[config.mk]
export PLATFORM = sky130hd
export DESIGN_NAME = dtg_param
export DESIGN_NICKNAME = d
export VERILOG_FILES = /design/src/rtl/dtg_pkg.sv /design/src/rtl/dtg_delay.sv /design/src/rtl/dtg_param.sv
export SDC_FILE = /design/constraint.sdc
export NUM_CORES = 1
export LEC_CHECK = 0
export CAP_MARGIN = 20
export CORE_AREA = 2 2 71 73
export CTS_CLUSTER_DIAMETER = 50
export DETAILED_ROUTE_END_ITERATION = 10
export DIE_AREA = 0 0 73 75
export PLACE_DENSITY = 0.61
export SYNTH_ARGS = -nofsm -noshare
export SYNTH_HDL_FRONTEND = slang
export SYNTH_SLANG_ARGS = --single-unit
[constraint.sdc]
create_clock -name clock -period 2.6 [get_ports clock]
set_clock_uncertainty 0.05 [all_clocks]
set_input_delay 0.78 -clock clock [delete_from_list [all_inputs] [get_ports clock]]
set_output_delay 0.78 -clock clock [all_outputs]
set_load 0.005 [all_outputs]
[src/rtl/dtg_pkg.sv]
// Shared timing constant sets and helpers for the display timing generator.
package dtg_pkg;

    // One complete raster geometry: porches and sync widths in pixels/lines.
    typedef struct packed {
        int unsigned h_active;
        int unsigned h_fp;
        int unsigned h_sync;
        int unsigned h_bp;
        int unsigned v_active;
        int unsigned v_fp;
        int unsigned v_sync;
        int unsigned v_bp;
        logic        hs_pol;
        logic        vs_pol;
    } dtg_timing_t;

    // Flags carried through the sync-alignment pipeline.
    typedef struct packed {
        logic hsync;
        logic vsync;
        logic video_on;
        logic hblank;
        logic vblank;
    } dtg_flags_t;

    localparam dtg_timing_t DTG_640X480_60 = '{
        h_active: 640, h_fp: 16, h_sync: 96, h_bp: 48,
        v_active: 480, v_fp: 10, v_sync: 2,  v_bp: 33,
        hs_pol: 1'b0,  vs_pol: 1'b0
    };

    localparam dtg_timing_t DTG_800X600_72 = '{
        h_active: 800, h_fp: 56, h_sync: 120, h_bp: 64,
        v_active: 600, v_fp: 37, v_sync: 6,   v_bp: 23,
        hs_pol: 1'b1,  vs_pol: 1'b1
    };

    localparam int unsigned DTG_MAX_SYNC_DLY = 8;

    // Bits needed to represent values 0..v-1.
    function automatic int unsigned dtg_clog2(input int unsigned v);
        int unsigned r;
        r = 0;
        for (int unsigned i = 0; i < 31; i++) begin
            if (v > (32'd1 << i)) r = i + 1;
        end
        return r;
    endfunction

endpackage

[src/rtl/dtg_delay.sv]
// Generic enabled shift register; every stage loads RST_VAL on reset.
module dtg_delay #(
    parameter int unsigned     WIDTH   = 1,
    parameter int unsigned     DEPTH   = 1,
    parameter logic [WIDTH-1:0] RST_VAL = '0
) (
    input  logic             clk_i,
    input  logic             rst_i,
    input  logic             en_i,
    input  logic [WIDTH-1:0] d_i,
    output logic [WIDTH-1:0] q_o
);

    logic [WIDTH-1:0] stage_q [DEPTH];

    // Flush on reset, otherwise shift one stage per enabled cycle.
    always_ff @(posedge clk_i) begin
        if (rst_i) begin
            for (int unsigned i = 0; i < DEPTH; i++) stage_q[i] <= RST_VAL;
        end else if (en_i) begin
            stage_q[0] <= d_i;
            for (int unsigned i = 1; i < DEPTH; i++) stage_q[i] <= stage_q[i-1];
        end
    end

    assign q_o = stage_q[DEPTH-1];

endmodule

[src/rtl/dtg_param.sv]
// Parametrised display timing generator: raster counters, sync/blank flags
// aligned to a downstream pipeline, line/frame strobes and a frame counter.
module dtg_param
    import dtg_pkg::*;
#(
    parameter int unsigned H_ACTIVE = DTG_640X480_60.h_active,
    parameter int unsigned H_FP     = DTG_640X480_60.h_fp,
    parameter int unsigned H_SYNC   = DTG_640X480_60.h_sync,
    parameter int unsigned H_BP     = DTG_640X480_60.h_bp,
    parameter int unsigned V_ACTIVE = DTG_640X480_60.v_active,
    parameter int unsigned V_FP     = DTG_640X480_60.v_fp,
    parameter int unsigned V_SYNC   = DTG_640X480_60.v_sync,
    parameter int unsigned V_BP     = DTG_640X480_60.v_bp,
    parameter bit          HS_POL   = DTG_640X480_60.hs_pol,
    parameter bit          VS_POL   = DTG_640X480_60.vs_pol,
    parameter int unsigned CW       = 11,
    parameter int unsigned SYNC_DLY = 1
) (
    input  logic          clock,
    input  logic          rst,
    input  logic          pix_en,
    output logic [CW-1:0] pixel_column,
    output logic [CW-1:0] pixel_row,
    output logic          horiz_sync,
    output logic          vert_sync,
    output logic          video_on,
    output logic          hblank,
    output logic          vblank,
    output logic          line_start,
    output logic          frame_start,
    output logic [7:0]    frame_count
);

    localparam int unsigned H_TOTAL = H_ACTIVE + H_FP + H_SYNC + H_BP;
    localparam int unsigned V_TOTAL = V_ACTIVE + V_FP + V_SYNC + V_BP;

    localparam logic [CW-1:0] H_LAST   = CW'(H_TOTAL - 1);
    localparam logic [CW-1:0] V_LAST   = CW'(V_TOTAL - 1);
    localparam logic [CW-1:0] H_ACT_C  = CW'(H_ACTIVE);
    localparam logic [CW-1:0] V_ACT_C  = CW'(V_ACTIVE);
    localparam logic [CW-1:0] HS_FIRST = CW'(H_ACTIVE + H_FP);
    localparam logic [CW-1:0] HS_LAST  = CW'(H_ACTIVE + H_FP + H_SYNC - 1);
    localparam logic [CW-1:0] VS_FIRST = CW'(V_ACTIVE + V_FP);
    localparam logic [CW-1:0] VS_LAST  = CW'(V_ACTIVE + V_FP + V_SYNC - 1);

    localparam dtg_flags_t FLAGS_RST = '{
        hsync: !HS_POL, vsync: !VS_POL, video_on: 1'b0, hblank: 1'b0, vblank: 1'b0
    };

    // Reject degenerate geometry and undersized counters at elaboration.
    if (H_ACTIVE == 0 || H_FP == 0 || H_SYNC == 0 || H_BP == 0 ||
        V_ACTIVE == 0 || V_FP == 0 || V_SYNC == 0 || V_BP == 0 ||
        SYNC_DLY < 1 || SYNC_DLY > DTG_MAX_SYNC_DLY) begin : g_bad_geometry
        $error("dtg_param: zero porch/sync width or SYNC_DLY outside 1..8");
    end
    if (CW < dtg_clog2(H_TOTAL) || CW < dtg_clog2(V_TOTAL)) begin : g_bad_cw
        $error("dtg_param: CW too narrow for H_TOTAL-1 / V_TOTAL-1");
    end

    logic [CW-1:0] col_q, col_d;
    logic [CW-1:0] row_q, row_d;
    logic [7:0]    fc_q, fc_d;
    dtg_flags_t    flags_raw, flags_dly;

    // Raster advance: column every enabled cycle, row on column wrap, frame on row wrap.
    always_comb begin
        col_d = col_q;
        row_d = row_q;
        fc_d  = fc_q;
        if (pix_en) begin
            if (col_q == H_LAST) begin
                col_d = '0;
                if (row_q == V_LAST) begin
                    row_d = '0;
                    fc_d  = fc_q + 8'd1;
                end else begin
                    row_d = row_q + CW'(1);
                end
            end else begin
                col_d = col_q + CW'(1);
            end
        end
    end

    // Counter registers; hold automatically when pix_en is low.
    always_ff @(posedge clock) begin
        if (rst) begin
            col_q <= '0;
            row_q <= '0;
            fc_q  <= '0;
        end else begin
            col_q <= col_d;
            row_q <= row_d;
            fc_q  <= fc_d;
        end
    end

    // Region decode from the undelayed counters.
    always_comb begin
        flags_raw          = FLAGS_RST;
        flags_raw.hsync    = (col_q >= HS_FIRST && col_q <= HS_LAST) ? HS_POL : !HS_POL;
        flags_raw.vsync    = (row_q >= VS_FIRST && row_q <= VS_LAST) ? VS_POL : !VS_POL;
        flags_raw.video_on = (col_q < H_ACT_C) && (row_q < V_ACT_C);
        flags_raw.hblank   = (col_q >= H_ACT_C);
        flags_raw.vblank   = (row_q >= V_ACT_C);
    end

    dtg_delay #(
        .WIDTH   ($bits(dtg_flags_t)),
        .DEPTH   (SYNC_DLY),
        .RST_VAL (FLAGS_RST)
    ) u_flag_dly (
        .clk_i (clock),
        .rst_i (rst),
        .en_i  (pix_en),
        .d_i   (flags_raw),
        .q_o   (flags_dly)
    );

    assign pixel_column = col_q;
    assign pixel_row    = row_q;
    assign frame_count  = fc_q;
    assign horiz_sync   = flags_dly.hsync;
    assign vert_sync    = flags_dly.vsync;
    assign video_on     = flags_dly.video_on;
    assign hblank       = flags_dly.hblank;
    assign vblank       = flags_dly.vblank;
    assign line_start   = pix_en && (col_q == '0) && !rst;
    assign frame_start  = line_start && (row_q == '0);

endmodule

==> metrics.txt <==
Fill cells=444; final setup violation count=0; P_int=0.7764 mW; static leakage=0.8746 nW; total gr overflow=0; Slew Limit Fails=0; Crit Path Max Fanout=2; hold path start=frame_count[7]; CP arrival=1.70 ns; max_cap viols=0; power after layout=1.002 mW; WL/cell=roughly 14 µm; final std cells w/o fill=330; Starting Density=38.85%; status=finished clean; beginning of the critical path=rst; Psw=0.2252 mW; Hold Buf Count CTS=0; Core Rows=25; Pwr per Cell Area=about 400 mW/mm²; Post-CTS Setup Bufs=0; Sw Ratio=22.48%; maximum vdd drop=219.7 µV; Mean Syn Cell Area=about 8.6 µm²; Slowest cell on crit path=and4_4; Via density=between 5 and 6; drt initial violations=108; Worst Path Required=1.77 ns; Seq/Total Area, Yosys=41.47%; Final Hold Fails=0; Root Driver=clkbuf_8; synth warn=0; most frequently used flop master after synthesis=dfxtp_1; largest net degree at the start of global routing=19; Die Wd=73 µm; number of buffers created by CTS=5; DRC=0; Sink Count=35; I/O pin count=40; via count=1797; share of cells above drive strength 1=15.58%; PnR worst setup slack=0.07055 ns; vias in the first global route=1705; DP HPWL=approximately 3400 µm; Post-DRT Antenna Nets=0; CTS clk-pin slew, worst paths=0.07 ns; largest stage delay on the critical path=between 0.2 and 0.3 ns; FF-to-FF Start=pixel_column[0]; initial antenna violation count=0; Die H=75 µm; delay-heaviest family, CP=simple AND/OR/NAND/NOR gates; Reg power frac=55.8%; cell count after placement=322; Worst Setup End Kind=primary output; asr flop ratio synth=0%; unrepaired setup endpoints after global routing=no; clock network power share=a little under two fifths; Cell Chain, Critical Path=buf_2, nand2b_4, nor3_4, and4_4, buf_4, clkdlybuf4s15_2; Post-synth EDFFs=5; H-tree depth=2; clk_lat worst skew=roughly 0.28 ns; Port Buffer Count=39; FMAX=395.3 MHz; multi-input logic area=0.001011 mm²; Std-Cell Core Area=0.004661 mm²; Synth Instances=~210; clock buffer depth=2; Routed WL=4536 µm; critical path startpoint category=primary input; global-route usage over all layers=17.92%; area grow syn2layout=40.29%; drt first pass iters=4; setup TNS=0 ns; Seq cells post-synth=35; nets=between 200 and 300; Rel. slew slack=67.27%; Die Area=0.005475 mm²; Finished Cell Area=between 0.002 and 0.003 mm²; Comb pwr share=6.3%; fin crit period=2.529 ns; syn_nets=220; HP Class=flop to flop; GPL Wtd Cong=about 0.77; pre-CTS setup slack=-0.7451 ns; synthesized area=between 0.0015 and 0.002 mm²; Sequential Area=750.7 µm²; buffers plus inverters on the worst setup path=3; Tcrit/Tclk final=97.29%; CTS tree=built; crit path kind=primary input to primary output; Unique masters post-synth=34; first-pass GRT wire length=approximately 7700 µm; Area after DPL=about 0.0025 mm²; Worst-Margin Slew=0.4865 ns; Diodes inserted=0
## synth_stat cells, drive strengths merged (2+ instances only)
cell type | count | area share [%]
nand2 | 11 | 2.3
nor2 | 17 | 3.5
o31ai | 7 | 2.9
o21ai | 12 | 3.3
xnor2 | 6 | 2.9
buf | 2 | 0.55
nor3b | 2 | 0.83
nand4 | 11 | 3.8
ha | 6 | 4.1
xor2 | 6 | 2.9
nand3 | 11 | 3.0
or4 | 8 | 3.3
nand4b | 2 | 0.97
nor3 | 5 | 1.4
inv | 8 | 1.7
or2 | 2 | 0.69
nor4 | 5 | 1.7
nand2b | 2 | 0.69
nor2b | 3 | 1.0
dfxtp | 30 | 33
edfxtp | 5 | 8.3
and4 | 5 | 2.4
or3 | 7 | 2.4
and3 | 3 | 1.0
clkbuf | 8 | 1.7
and2 | 2 | 0.69
nand4bb | 2 | 1.2
a21oi | 17 | 4.7
## cells in the final DEF (no fill, tap or decap), types with 3 or more instances in the layout
master           netlist  routed
a21oi_1               17      17
and3_1                 3       3
and4_1                 5       4
buf_2                  2       3
buf_4                  0      27
clkbuf_8               0       5
clkdlybuf4s50_1        0      35
dfxtp_1               30      30
edfxtp_1               5       5
ha_1                   6       6
inv_1                  8       8
nand2_1               11      11
nand3_1               11      11
nand4_1               11      11
nor2_1                17      17
nor2b_1                3       3
nor3_1                 5       4
nor4_1                 5       5
o21ai_0               12      12
o31ai_1                7       7
or3_1                  7       7
or4_1                  8       8
xnor2_1                6       6
xor2_1                 6       6
## tightest hold or removal path, stage by stage (launching register included)
cell,delay (ns)
dfxtp_1,0.32
o31ai_1,0.06
a21oi_1,0.06
## path summary, 6_finish.rpt
path	endpoint	slack [ns]	depth (start not counted)
worst max register to register	pixel_row[10]	0.30	5
worst max-delay path	line_start	0.07	6
worst min register to register	frame_count[7]	0.44	2
worst min-delay path	frame_count[7]	0.44	2
## area by class of cell
| type | count | share of cell area, % |
|---|---|---|
| timing repair buffer | 67 | 23.60 |
| tap | 54 | 2.660 |
| sequential | 35 | 29.56 |
| clock buffer | 7 | 3.005 |
| clock inverter | 1 | 0.1970 |
| inverter | 8 | 1.182 |
| multi-input combinational | 158 | 39.80 |
## power groups by stage
| stage | clock network [mW] | registers (mW) | logic [mW] |
|---|---|---|---|
| after floorplan | 0 | 0.572 | 0.0234 |
| after global placement | 0 | 0.572 | 0.0617 |
| after detailed placement | 0 | 0.571 | 0.0629 |
| after CTS | 0.393 | 0.559 | 0.0622 |
| after global routing | 0.420 | 0.560 | 0.0697 |
| final | 0.379 | 0.559 | 0.0631 |
## routing by layer
| layer | wire length, µm | vias up | part of all wire (%) | track usage (%) |
|---|---|---|---|---|
| li1 | - | 908 | - | - |
| met4 | 52 | 0 | 1.1 | 6.379 |
| met5 | 0 | - | 0 | 0 |
| met3 | 207 | 5 | 4.6 | 3.481 |
| met1 | 2177 | 841 | 48 | 23.23 |
| met2 | 2099 | 43 | 46 | 29.83 |
## through the flow
step           hold WS, ns  util (%)
3_5_place_dp        0.4341     52.59
2_1_floorplan       0.4182         -
4_1_cts             0.4449     54.31
6_report            0.4415     54.50
3_3_place_gp        0.4180     52.59
5_1_grt             0.4638     54.50
## flip-flops by register name, summed over array words and instances (netlist names)
name                count
u_flag_dly.stage_q      5
frame_count             8
pixel_column           11
pixel_row              11
## kinds of logic after synthesis
kind of cell / count (synthesis) / synth area share (%)
flip-flops: 35 / 41.47
adder cells (fa/ha/maj): 6 / 4.146
buffers and inverters: 18 / 3.870
AO/OA/AOI/OAI: 39 / 12.09
AND/OR/NAND/NOR: 101 / 32.62
XOR/XNOR: 12 / 5.805
## timing repair
item | CTS | global route
pin swaps | 2 | 2
endpoints found under the setup margin | 3 | 2
endpoints found under the hold margin | 0 | 0
resized for setup | 17 | 2
(Power assumes the default switching activity.)
